## src/rtl/cra_pipe.sv

```systemverilog
// cra_pipe: WIDTH-bit carry-ripple adder split into STAGES registered ripple segments, valid/ready at both ends.
// Define CRA_PIPE_OVF_EN to add the registered signed-overflow output ovf.

module cra_seg #(
  parameter int W = 4
) (
  input  logic [W-1:0] a,
  input  logic [W-1:0] b,
  input  logic         ci,
  output logic [W-1:0] s,
  output logic         co
);
  logic c;
  always_comb begin
    s = '0;
    c = ci;
    for (int i = 0; i < W; i++) begin
      s[i] = a[i] ^ b[i] ^ c;
      c    = (a[i] & b[i]) | (c & (a[i] ^ b[i]));
    end
    co = c;
  end
endmodule

module cra_pipe #(
  parameter int WIDTH  = 16,
  parameter int STAGES = 4
) (
  input  logic             clk,
  input  logic             rst,
  input  logic             in_valid,
  output logic             in_ready,
  input  logic [WIDTH-1:0] a,
  input  logic [WIDTH-1:0] b,
  input  logic             cin,
  output logic             out_valid,
  input  logic             out_ready,
  output logic [WIDTH-1:0] s,
  output logic             cout
`ifdef CRA_PIPE_OVF_EN
 ,output logic             ovf
`endif
);
  localparam int SEG = WIDTH / STAGES;

  logic [STAGES-1:0] vld_pipe, vin, adv, load;

  // Advance ripples back from the consumer; an empty stage always loads.
  always_comb begin
    adv = '0;
    adv[STAGES-1] = vld_pipe[STAGES-1] & out_ready;
    for (int k = STAGES-2; k >= 0; k--)
      adv[k] = vld_pipe[k] & (!vld_pipe[k+1] | adv[k+1]);
  end

  always_comb begin
    vin = '0;
    vin[0] = in_valid;
    for (int k = 1; k < STAGES; k++)
      vin[k] = vld_pipe[k-1];
  end

  assign load     = ~vld_pipe | adv;
  assign in_ready = load[0];

  always_ff @(posedge clk or posedge rst)
    if (rst) vld_pipe <= '0;
    else     vld_pipe <= (vld_pipe & ~load) | (vin & load);

  for (genvar k = 0; k < STAGES; k++) begin : st
    localparam int LO = (k+1)*SEG;
    logic [SEG-1:0] sa, sb, ss;
    logic           si, so;
    logic [LO-1:0]  sum_d, sum_q;
    logic           c_q;

    if (k == 0) begin : g_src
      assign sa    = a[SEG-1:0];
      assign sb    = b[SEG-1:0];
      assign si    = cin;
      assign sum_d = ss;
    end else begin : g_src
      assign sa    = st[k-1].g_op.opa_q[SEG-1:0];
      assign sb    = st[k-1].g_op.opb_q[SEG-1:0];
      assign si    = st[k-1].c_q;
      assign sum_d = {ss, st[k-1].sum_q};
    end

    cra_seg #(.W(SEG)) u_seg (.a(sa), .b(sb), .ci(si), .s(ss), .co(so));

    always_ff @(posedge clk or posedge rst)
      if (rst) begin
        sum_q <= '0;
        c_q   <= 1'b0;
      end else if (load[k]) begin
        sum_q <= sum_d;
        c_q   <= so;
      end

    // Operand bits not yet consumed travel with the partial sum.
    if (k < STAGES-1) begin : g_op
      localparam int REM = WIDTH - LO;
      logic [REM-1:0] opa_d, opb_d, opa_q, opb_q;
      if (k == 0) begin : g_ld
        assign opa_d = a[WIDTH-1:SEG];
        assign opb_d = b[WIDTH-1:SEG];
      end else begin : g_ld
        assign opa_d = st[k-1].g_op.opa_q[WIDTH-k*SEG-1:SEG];
        assign opb_d = st[k-1].g_op.opb_q[WIDTH-k*SEG-1:SEG];
      end
      always_ff @(posedge clk or posedge rst)
        if (rst) begin
          opa_q <= '0;
          opb_q <= '0;
        end else if (load[k]) begin
          opa_q <= opa_d;
          opb_q <= opb_d;
        end
    end
  end

  assign out_valid = vld_pipe[STAGES-1];
  assign s         = st[STAGES-1].sum_q;
  assign cout      = st[STAGES-1].c_q;

`ifdef CRA_PIPE_OVF_EN
  // Carry into the MSB recovered as s^a^b of the top bit.
  logic cmsb, cmsb_q;
  assign cmsb = st[STAGES-1].sa[SEG-1] ^ st[STAGES-1].sb[SEG-1] ^ st[STAGES-1].ss[SEG-1];
  always_ff @(posedge clk or posedge rst)
    if (rst)                     cmsb_q <= 1'b0;
    else if (load[STAGES-1])     cmsb_q <= cmsb;
  assign ovf = cmsb_q ^ cout;
`endif
endmodule
```

## config.mk

```make
export PLATFORM = sky130hd
export DESIGN_NAME = cra_pipe
export DESIGN_NICKNAME = d
export VERILOG_FILES = /design/src/rtl/cra_pipe.sv
export SDC_FILE = /design/constraint.sdc
export NUM_CORES = 1
export LEC_CHECK = 0
export BUFFER_PORTS_ARGS = -buffer_cell sky130_fd_sc_hd__buf_2
export CORE_MARGIN = 2
export CORE_UTILIZATION = 50
export DETAILED_ROUTE_END_ITERATION = 10
export GPL_ROUTABILITY_DRIVEN = 1
export GPL_TIMING_DRIVEN = 0
export PLACE_DENSITY = 0.83
export SETUP_SLACK_MARGIN = 0.15
export SKIP_LAST_GASP = 1
export SYNTH_ARGS = -nofsm -noshare
export SYNTH_HDL_FRONTEND = slang
export SYNTH_HIERARCHICAL = 1
export SYNTH_SLANG_ARGS = --single-unit
```

## constraint.sdc

```tcl
create_clock -name clk -period 3.29 [get_ports clk]
set_input_delay 0.658 -clock clk [delete_from_list [all_inputs] [get_ports clk]]
set_output_delay 0.658 -clock clk [all_outputs]
set_load 0.01 [all_outputs]
```

==> results of run 1 <==
==> final cells by class <==
type,count,area (um^2)
tap,102,128
timing repair buffer,57,315
inverter,42,161
clock buffer,12,145
sequential,96,2400
buffer,9,67.6
multi-input combinational,117,1420
clock inverter,4,53.8
fill,602,3110
==> worst max-delay path: stages <==
cell      delay (ns)
buf_2           0.11
nand3b_1        0.26
nor2_2          0.26
buf_4           0.24
inv_1           0.05
buf_2           0.13
==> layer usage <==
| metal | up-vias | global-route usage, % | wire length, um |
|---|---|---|---|
| met5 | - | 0 | 0 |
| met4 | 0 | 6.52 | 82 |
| met3 | 8 | 3.53 | 218 |
| met2 | 35 | 31.0 | 3670 |
| met1 | 1121 | 22.8 | 2960 |
| li1 | 994 | - | - |
==> cells in the mapped netlist <==
cell      number  area [um^2]
dfrtp_1       96         2400
mux2_2        64          721
inv_1         42          158
mux2_1        28          315
fa_1          16          320
buf_4          4         30.0
buf_2          3         15.0
buf_6          2         22.5
nand2b_1       2         12.5
or2_2          2         12.5
nand2_1        1         3.75
nand3_4        1         17.5
nand3b_1       1         7.51
nor2_2         1         6.26
nor2b_1        1         6.26
==> cell families after synthesis <==
| kind of cell | Yosys count |
|---|---|
| adders and majority gates | 16 |
| buffers and inverters | 51 |
| DFF | 96 |
| muxes | 92 |
| and+or+nand+nor | 9 |
==> power groups by stage <==
| stage | Clock (mW) | Combinational (mW) | Sequential, mW |
|---|---|---|---|
| 3_5_place_dp | 0 | 0.812 | 1.70 |
| 3_3_place_gp | 0 | 0.749 | 1.68 |
| 5_1_grt | 0.829 | 0.897 | 1.72 |
| 2_1_floorplan | 0 | 0.499 | 1.70 |
| 6_report | 0.761 | 0.802 | 1.68 |
| 4_1_cts | 0.778 | 0.819 | 1.68 |
==> final timing paths <==
kind | endpoint | slack [ns] | cells past startpoint
max | in_ready | 0.92 | 6
min | s[15] | 0.28 | 2
max reg2reg | s[15] | 1.01 | 9
min reg2reg | st[1].sum_q[0] | 0.49 | 1
max in group asynchronous | st[2].g_op.opb_q[1] | 2.48 | 3
min in group clk | st[1].sum_q[0] | 0.49 | 1
==> metrics by stage <==
stage | area [um^2] | std cells | power [mW] | hold WS [ns]
global placement | 4460 | 421 | 2.43 | 0.462
CTS | 4700 | 439 | 3.28 | 0.275
detailed placement | 4500 | 423 | 2.52 | 0.472
global route | 4700 | 439 | 3.45 | 0.285
finish | 4700 | 439 | 3.24 | 0.280
floorplan | 4050 | 264 | 2.20 | 0.435
==> registers in the layout, indices dropped and copies added (netlist names), named ones only <==
name           cells
st.c_q             3
st.g_op.opb_q     24
cout               1
s                 16
st.g_op.opa_q     24
st.sum_q          24
==> flow_summary.yaml, run 1 <==
outcome:
  status: "finished, final reports clean"
setup_path:
  worstSetupPathType: "input port to output port"
  startpoint: "out_ready"
  critPathLaunchType: "input port"
  path_max_fanout: 10
  endpoint_kind: "output port"
  cp.required_ns: 2.63
  r2r-start: "st[2].g_op.opa_q[0]"
  critPathArrivalTime_ns: 1.71
job:
  max-cap-violations: 0
place:
  gp_routability_congestion: 0.725
  io_buffer_count: 55
  dp.final_hpwl_mm: 5.10
  place_ws_ns: 0.741
die:
  io-pin-count: 56
  initial_core_util_pct: 51.9
  core_area_um2: 7810
  die_area_um2: 8840
  die_w_um: 94
  num_rows: 32
  die_h_um: 94
yosys:
  ys_types: 15
  syn_avg_cell_area_um2: 15.3
  ys_seq_area_share_pct: 59.3
  synth-xor-area-share_pct: 0
  syn-cell-area_um2: 4050
  synth_compound_area_share_pct: 0
  synth_top_family_by_area: "multiplexers"
  synth-simple-area-share_pct: 1.64
  syn_inst: 264
  synthMuxAreaShare_pct: 25.6
  synth_nets: 317
  yosys_warnings: 6
  synth_seq_cells: 96
  synthAdderAreaFrac_pct: 7.91
routing:
  post_drt_wl_per_cell_um: 15.8
  ant_nets: 0
  avgViaCountPerCell: 4.92
  vias: 2158
  drtIter0Drc: 97
  drc_errors: 0
  drt-pass1-iter-count: 4
  finalWirelength_mm: 6.93
grt:
  grt.total_usage_pct: 18.0
  grt_start_max_net_pins: 45
  grt_pass1_wl_mm: 11.9
  antenna_found_initial: 0
  grt_pass1_vias: 2428
  grt_overflow_total: 0
clock_network:
  cts_tree: "yes"
  clkSinkCount: 96
  cts_resized: 0
  cts_buffers: 9
  hold_buffers: 0
  clk_pin_slew_ns: 0.09
  cts_setup_buffers: 0
  clockBufferDepth: 2
  root_buffer: "clkbuf_8"
  cts_max_level: 3
  clk_latency_ns: 0.35
power_and_ir_drop:
  comb_power_share_pct: 24.8
  pwr-share-seq_pct: 51.7
  power.density_nw_per_um2: 690
  pwr-share-clk_pct: 23.5
  switching_share_pct: 28.6
  p_leak_nw: 2.20
  p_int_mw: 2.31
  p_switching_uw: 926
  vdd_drop_max_mv: 0.237
timing:
  min_period_ns: 2.37
  relSlewSlack_pct: 75.0
  period_share_pct: 72.1
  tightest_slew_ns: 0.374
  fmax_mhz: 422
  clock_skew_ns: 0.00672
  slew_violations: 0
  grt_setup_unrepaired: "no"
  finalHoldViolCount: 0
  setup_viol: 0
  fin_tns_setup_ns: 0
  setup_ws_ns: 0.919
min_path:
  hold_class: "input port to asynchronous set/reset pin"
cells_and_area:
  drive_above_1_share_pct: 44.2
  final_cell_mix: "96 x dfrtp_1, 64 x mux2_2, 58 x buf_2"
  fin_nets: 385
  area.growth.synth_to_final_pct: 15.9
  layout_commonest_cell: "dfrtp_1"
  fin_util_pct: 60.1
  diodes: 0
Note: power is estimated with default switching activity, not from simulation.
==> run 2, diff against run 1 <==
--- a/config.mk
+++ b/config.mk
@@ -5,13 +5,14 @@
 export SDC_FILE = /design/constraint.sdc
 export NUM_CORES = 1
 export LEC_CHECK = 0
+export ABC_AREA = 1
 export BUFFER_PORTS_ARGS = -buffer_cell sky130_fd_sc_hd__buf_2
 export CORE_MARGIN = 2
 export CORE_UTILIZATION = 50
 export DETAILED_ROUTE_END_ITERATION = 10
 export GPL_ROUTABILITY_DRIVEN = 1
 export GPL_TIMING_DRIVEN = 0
-export PLACE_DENSITY = 0.83
+export PLACE_DENSITY = 0.8
 export SETUP_SLACK_MARGIN = 0.15
 export SKIP_LAST_GASP = 1
 export SYNTH_ARGS = -nofsm -noshare
==> constraint.sdc (replaced) <==
create_clock -name clk -period 2.41 [get_ports clk]
set_input_delay 0.482 -clock clk [delete_from_list [all_inputs] [get_ports clk]]
set_output_delay 0.482 -clock clk [all_outputs]
set_load 0.01 [all_outputs]
==> run 2 against run 1 <==
  * Hold slack lost 0.14 ns
  * Sequential share of layout area shrank 1.8 points
  * Critical path depth grew 4
  * Clock power grew 68%
  * Sequential cell count is the same
==> flow_summary.yaml, run 2 <==
yosys:
  synth_nets: 517
  synth_area_leaders: "dfrtp_1 58%, nand2_1 23%, fa_1 7.7%"
  synth_top_area_share_pct: 58.0
  synth_compound_area_share_pct: 0
  synth_most_common_cell: "nand2_1"
  yosys-top-cells-count: "250 x nand2_1, 96 x dfrtp_1, 44 x inv_1"
  syn_avg_cell_area_um2: 8.93
  synth_top_family_by_area: "simple AND/OR/NAND/NOR gates"
  synth_edf_count: 0
  synth_seq_cells: 96
  ys_seq_area_share_pct: 58.0
  synthAdderAreaFrac_pct: 7.73
  yosys_warnings: 6
  ys_types: 15
  syn-cell-area_um2: 4140
  synthMuxAreaShare_pct: 0
  syn_inst: 464
  synth_area_leader_cell: "dfrtp_1"
  synth-simple-area-share_pct: 27.3
  synth-xor-area-share_pct: 0
  synth_flop_cell: "dfrtp_1"
  async_reset_ff_share_pct: 100
clock_network:
  cts_max_level: 3
  clkSinkCount: 96
  root_buffer: "clkbuf_8"
  cts_buffers: 9
  clk_pin_slew_ns: 0.09
  cts_tree: "yes"
  clk_latency_ns: 0.36
  clockBufferDepth: 2
timing:
  fin_tns_setup_ns: 0
  period_share_pct: 89.7
  finalHoldViolCount: 0
  min_period_ns: 2.16
  setup_viol: 0
  relSlewSlack_pct: 66.9
  slew_violations: 0
  fmax_mhz: 463
  grt_setup_unrepaired: "yes"
  clock_skew_ns: 0.00720
  tightest_slew_ns: 0.496
setup_path:
  worstSetupPathType: "flop to flop"
  worst_path_max_delay_cell: "dfrtp_1"
  slowest_delay_ns: 0.42
  startpoint: "st[1].g_op.opa_q[0]"
  critPathArrivalTime_ns: 2.46
  cp.required_ns: 2.71
  path_max_fanout: 2
  r2r-start: "st[1].g_op.opa_q[0]"
  crit_chain: "fa_2, inv_2, fa_1, inv_1, fa_1, inv_1, fa_1, inv_1, nand2_1, nand2_1"
  critPathLaunchType: "flop"
  endpoint_kind: "flop"
job:
  max-cap-violations: 0
routing:
  avgViaCountPerCell: 4.68
  drtIter0Drc: 162
  post_drt_wl_per_cell_um: 12.2
  ant_nets: 0
  finalWirelength_mm: 7.83
  vias: 3009
  drt-pass1-iter-count: 6
  drc_errors: 0
cells_and_area:
  layout_commonest_cell: "nand2_1"
  fin_util_pct: 59.8
  top_regs: "st.g_op.opa_q: 24 flops, st.g_op.opb_q: 24 flops, st.sum_q: 24 flops"
  drive_above_1_share_pct: 18.8
  final_cell_mix: "250 x nand2_1, 96 x dfrtp_1, 59 x buf_2"
  fin_nets: 586
  area.growth.synth_to_final_pct: 17.4
  diodes: 0
grt:
  grt_start_max_net_pins: 39
  antenna_found_initial: 0
  grt.total_usage_pct: 20.0
  grt_pass1_vias: 3068
  grt_overflow_total: 0
  grt_pass1_wl_mm: 13.8
place:
  gp_routability_congestion: 0.808
  dp.final_hpwl_mm: 5.65
  io_buffer_count: 55
min_path:
  hold_class: "input port to asynchronous set/reset pin"
die:
  die_w_um: 95.0
  io-pin-count: 56
  num_rows: 33
  die_area_um2: 9030
  core_area_um2: 8130
  initial_core_util_pct: 50.9
  die_h_um: 95.0
power_and_ir_drop:
  vdd_drop_max_mv: 0.412
  power.density_nw_per_um2: 934
  p_leak_nw: 2.74
outcome:
  status: "finished, final reports clean"
## run 2: cell count changes after synthesis, moves of 2 or more
cell,delta
nand3_1,+29
mux2_1,-28
inv_2,+3
inv_1,+2
mux2_2,-64
nand2b_1,-2
clkbuf_1,+10
nand2_1,+249
## run 2: power breakdown
group	leakage [nW]	total, mW	switching [mW]	internal (mW)
Combinational	1.46	1.02	0.604	0.420
Clock	0.126	1.28	0.535	0.744
Sequential	1.15	2.24	0.236	2.00
Total	2.74	4.54	1.37	3.17
## run 2: what timing repair did
item	CTS	global route
gates resized for setup	0	8
endpoints found under the setup margin	1	4
hold buffers	0	0
endpoints found under the hold margin	0	0
buffers inserted	1	0
pin swaps	1	1
## run 2: critical path, delay by kind of cell (launching register included)
kind | cells | cell delay, ns
adders and majority gates | 4 | 1.32
buffers and inverters | 4 | 0.25
DFF | 1 | 0.42
and+or+nand+nor | 2 | 0.12
## run 2: layer usage
layer | wire length [um] | part of all wire [%] | global-route usage [%] | vias to the layer above
met4 | 178 | 2.3 | 9.54 | 0
met3 | 320 | 4.1 | 2.77 | 15
met1 | 3410 | 44 | 25.3 | 1415
met2 | 3910 | 50 | 34.3 | 65
li1 | - | - | - | 1514
met5 | 0 | 0 | 0 | -
## run 2: logic make-up (layout without fill, tap and decap cells)
group / after synthesis / count (layout)
simple gates: 285 / 285
flops: 96 / 96
buf+inv: 67 / 141
fa+ha+maj: 16 / 16
## run 2: final cells by class
class / count / area (um^2)
inverters: 47 / 180
flip-flops and latches: 96 / 2400
repair buffers: 58 / 323
clock inverters: 5 / 103
clock buffers: 11 / 151
multi-input cells: 301 / 1460
plain buffers: 20 / 114
well taps: 105 / 131
fillers: 671 / 3270
## run 2: through the flow
stage	instances	area (um^2)	setup WS (ns)	hold WS, ns	power, mW
3_3_place_gp	624	4550	0.102	0.452	3.22
3_5_place_dp	626	4590	0.0385	0.453	3.28
4_1_cts	643	4850	0.174	0.148	4.57
2_1_floorplan	464	4150	0.263	0.442	2.91
5_1_grt	643	4860	0.138	0.179	4.88
6_report	643	4860	0.249	0.145	4.54
## run 2: final timing paths
| kind | to | slack (ns) | cells past startpoint |
|---|---|---|---|
| min reg2reg | s[4] | 0.47 | 2 |
| min | s[12] | 0.14 | 2 |
| max in group asynchronous | asynchronous set/reset pin | 1.47 | 4 |
| max | st[2].sum_q[11] | 0.25 | 10 |
| min in group clk | flop | 0.31 | 3 |
| max reg2reg | st[2].sum_q[11] | 0.25 | 10 |
==> run 3, diff against run 2 <==
--- a/config.mk
+++ b/config.mk
@@ -7,12 +7,15 @@
 export LEC_CHECK = 0
 export ABC_AREA = 1
 export BUFFER_PORTS_ARGS = -buffer_cell sky130_fd_sc_hd__buf_2
+export CELL_PAD_IN_SITES_DETAIL_PLACEMENT = 1
+export CELL_PAD_IN_SITES_GLOBAL_PLACEMENT = 2
+export CORE_ASPECT_RATIO = 0.8
 export CORE_MARGIN = 2
-export CORE_UTILIZATION = 50
+export CORE_UTILIZATION = 35
 export DETAILED_ROUTE_END_ITERATION = 10
 export GPL_ROUTABILITY_DRIVEN = 1
 export GPL_TIMING_DRIVEN = 0
-export PLACE_DENSITY = 0.8
+export PLACE_DENSITY = 0.88
 export SETUP_SLACK_MARGIN = 0.15
 export SKIP_LAST_GASP = 1
 export SYNTH_ARGS = -nofsm -noshare
==> run 3 against run 2 <==
  * Setup slack better by 0.0030 ns
  * Design area is 3.4% higher
  * Clock-buffer cell count shrank 1
  * Global-route usage down 3.9 points
  * Clock skew is essentially flat
  * Maximum frequency increased by 0.14%
  * Sequential cell count unchanged
  * Hold slack better by 0.044 ns
==> flow_summary.yaml, run 3 (same netlist as run 2, synthesis figures left out) <==
setup_path:
  worstSetupPathType: "flop to flop"
  path_max_fanout: 2
  critPathArrivalTime_ns: 2.44
  critPathLaunchType: "flop"
  cp.required_ns: 2.69
  endpoint_kind: "flop"
die:
  die_area_um2: 12700
  initial_core_util_pct: 36.0
  io-pin-count: 56
  core_area_um2: 11500
  die_h_um: 101
  die_w_um: 126
  num_rows: 35
job:
  max-cap-violations: 0
clock_network:
  cts_max_level: 3
  cts_buffers: 9
  clkSinkCount: 96
  cts_tree: "yes"
  clockBufferDepth: 2
  root_buffer: "clkbuf_16"
  clk_latency_ns: 0.34
  clk_pin_slew_ns: 0.06
routing:
  finalWirelength_mm: 9.30
  drtIter0Drc: 117
  ant_nets: 0
  vias: 3079
  post_drt_wl_per_cell_um: 13.5
  avgViaCountPerCell: 4.48
  drt-pass1-iter-count: 4
  drc_errors: 0
timing:
  grt_setup_unrepaired: "no"
  setup_viol: 0
  relSlewSlack_pct: 62.9
  setup_ws_ns: 0.252
  min_period_ns: 2.16
  finalHoldViolCount: 0
  fin_tns_setup_ns: 0
  period_share_pct: 89.5
  slew_violations: 0
  tightest_slew_ns: 0.556
  clock_skew_ns: 0.00719
  fmax_mhz: 463
power_and_ir_drop:
  power.density_nw_per_um2: 987
  comb_power_share_pct: 21.7
  vdd_drop_max_mv: 0.465
  p_leak_nw: 2.78
  power.total_mw: 4.96
  pwr-share-clk_pct: 33.0
  p_int_mw: 3.48
  pwr-share-seq_pct: 45.3
  p_switching_mw: 1.48
  switching_share_pct: 29.9
grt:
  grt_overflow_total: 0
  grt_pass1_wl_mm: 16.2
  grt_pass1_vias: 3281
  grt.total_usage_pct: 16.1
  grt_start_max_net_pins: 41
  antenna_found_initial: 0
cells_and_area:
  fin_util_pct: 43.7
  final_cell_mix: "250 x nand2_1, 96 x dfrtp_1, 59 x buf_2"
  diodes: 0
  top_regs: "st.g_op.opa_q: 24 flops, st.g_op.opb_q: 24 flops, st.sum_q: 24 flops"
  layout_commonest_cell: "nand2_1"
  area.growth.synth_to_final_pct: 21.4
  drive_above_1_share_pct: 19.1
  fin_nets: 588
outcome:
  status: "finished, final reports clean"
place:
  place_ws_ns: 0.0158
  gp_routability_congestion: 0.734
  dp.final_hpwl_mm: 6.81
  io_buffer_count: 55
min_path:
  hold_class: "input port to asynchronous set/reset pin"
run 3: cell count changes in the layout (fill, tap and decap cells not counted), sizes merged:
cell | before | now
clkinv | 1 | 0
clkinvlp | 2 | 3
buf | 68 | 70
clkbuf | 21 | 20
run 3: worst max-delay path, cell delays in order, from the launching register on:
cell and delay (ns):
dfrtp_1 0.41, fa_2 0.41, inv_2 0.06, fa_2 0.18, inv_1 0.05, fa_2 0.33
inv_1 0.07, fa_1 0.41, inv_1 0.06, nand2_1 0.05, nand2_1 0.06
run 3: through the flow:
step                      hold slack (ns)  area [um^2]  instances
after detailed placement            0.456         4650        669
after global routing                0.232         5030        687
final                               0.188         5030        687
after floorplan                     0.442         4150        464
after CTS                           0.190         5000        685
after global placement              0.449         4610        667
run 3: final timing paths:
kind / from / endpoint / slack [ns] / cells past startpoint
max: st[1].c_q / st[2].sum_q[11] / 0.25 / 10
min: rst / st[0].g_op.opa_q[0] / 0.19 / 2
max reg2reg: st[1].c_q / st[2].sum_q[11] / 0.25 / 10
min reg2reg: s[1] / s[1] / 0.47 / 2
max in group asynchronous: rst / s[7] / 1.64 / 3
min in group clk: b[4] / st[0].g_op.opb_q[0] / 0.33 / 3
run 3: area by class of cell:
class                   instances  area [um^2]
well taps                     148          185
plain buffers                  20          114
repair buffers                 60          338
clock buffers                  10          239
inverters                      47          180
clock inverters                 5          105
fillers                      1369         6490
flip-flops and latches         96         2400
multi-input cells             301         1470
run 3: layer usage:
| metal | global-route usage (%) | part of all wire [%] |
|---|---|---|
| met2 | 26.2 | 45 |
| met1 | 21.8 | 49 |
| met5 | 0 | 0 |
| met3 | 3.80 | 4.7 |
| met4 | 4.70 | 1.3 |
run 3: power by group through the flow:
| stage | registers, mW | logic [mW] | clock network (mW) |
|---|---|---|---|
| after floorplan | 2.27 | 0.642 | 0 |
| after global placement | 2.25 | 1.02 | 0 |
| after detailed placement | 2.28 | 1.08 | 0 |
| after CTS | 2.25 | 1.09 | 1.67 |
| after global routing | 2.30 | 1.28 | 1.73 |
| final | 2.25 | 1.08 | 1.64 |
run 3: what timing repair did:
item | CTS | global route
setup endpoints to repair | 2 | 4
hold buffers | 0 | 0
gates resized for setup | 1 | 8
setup buffers | 1 | 2
pin swaps | 1 | 6
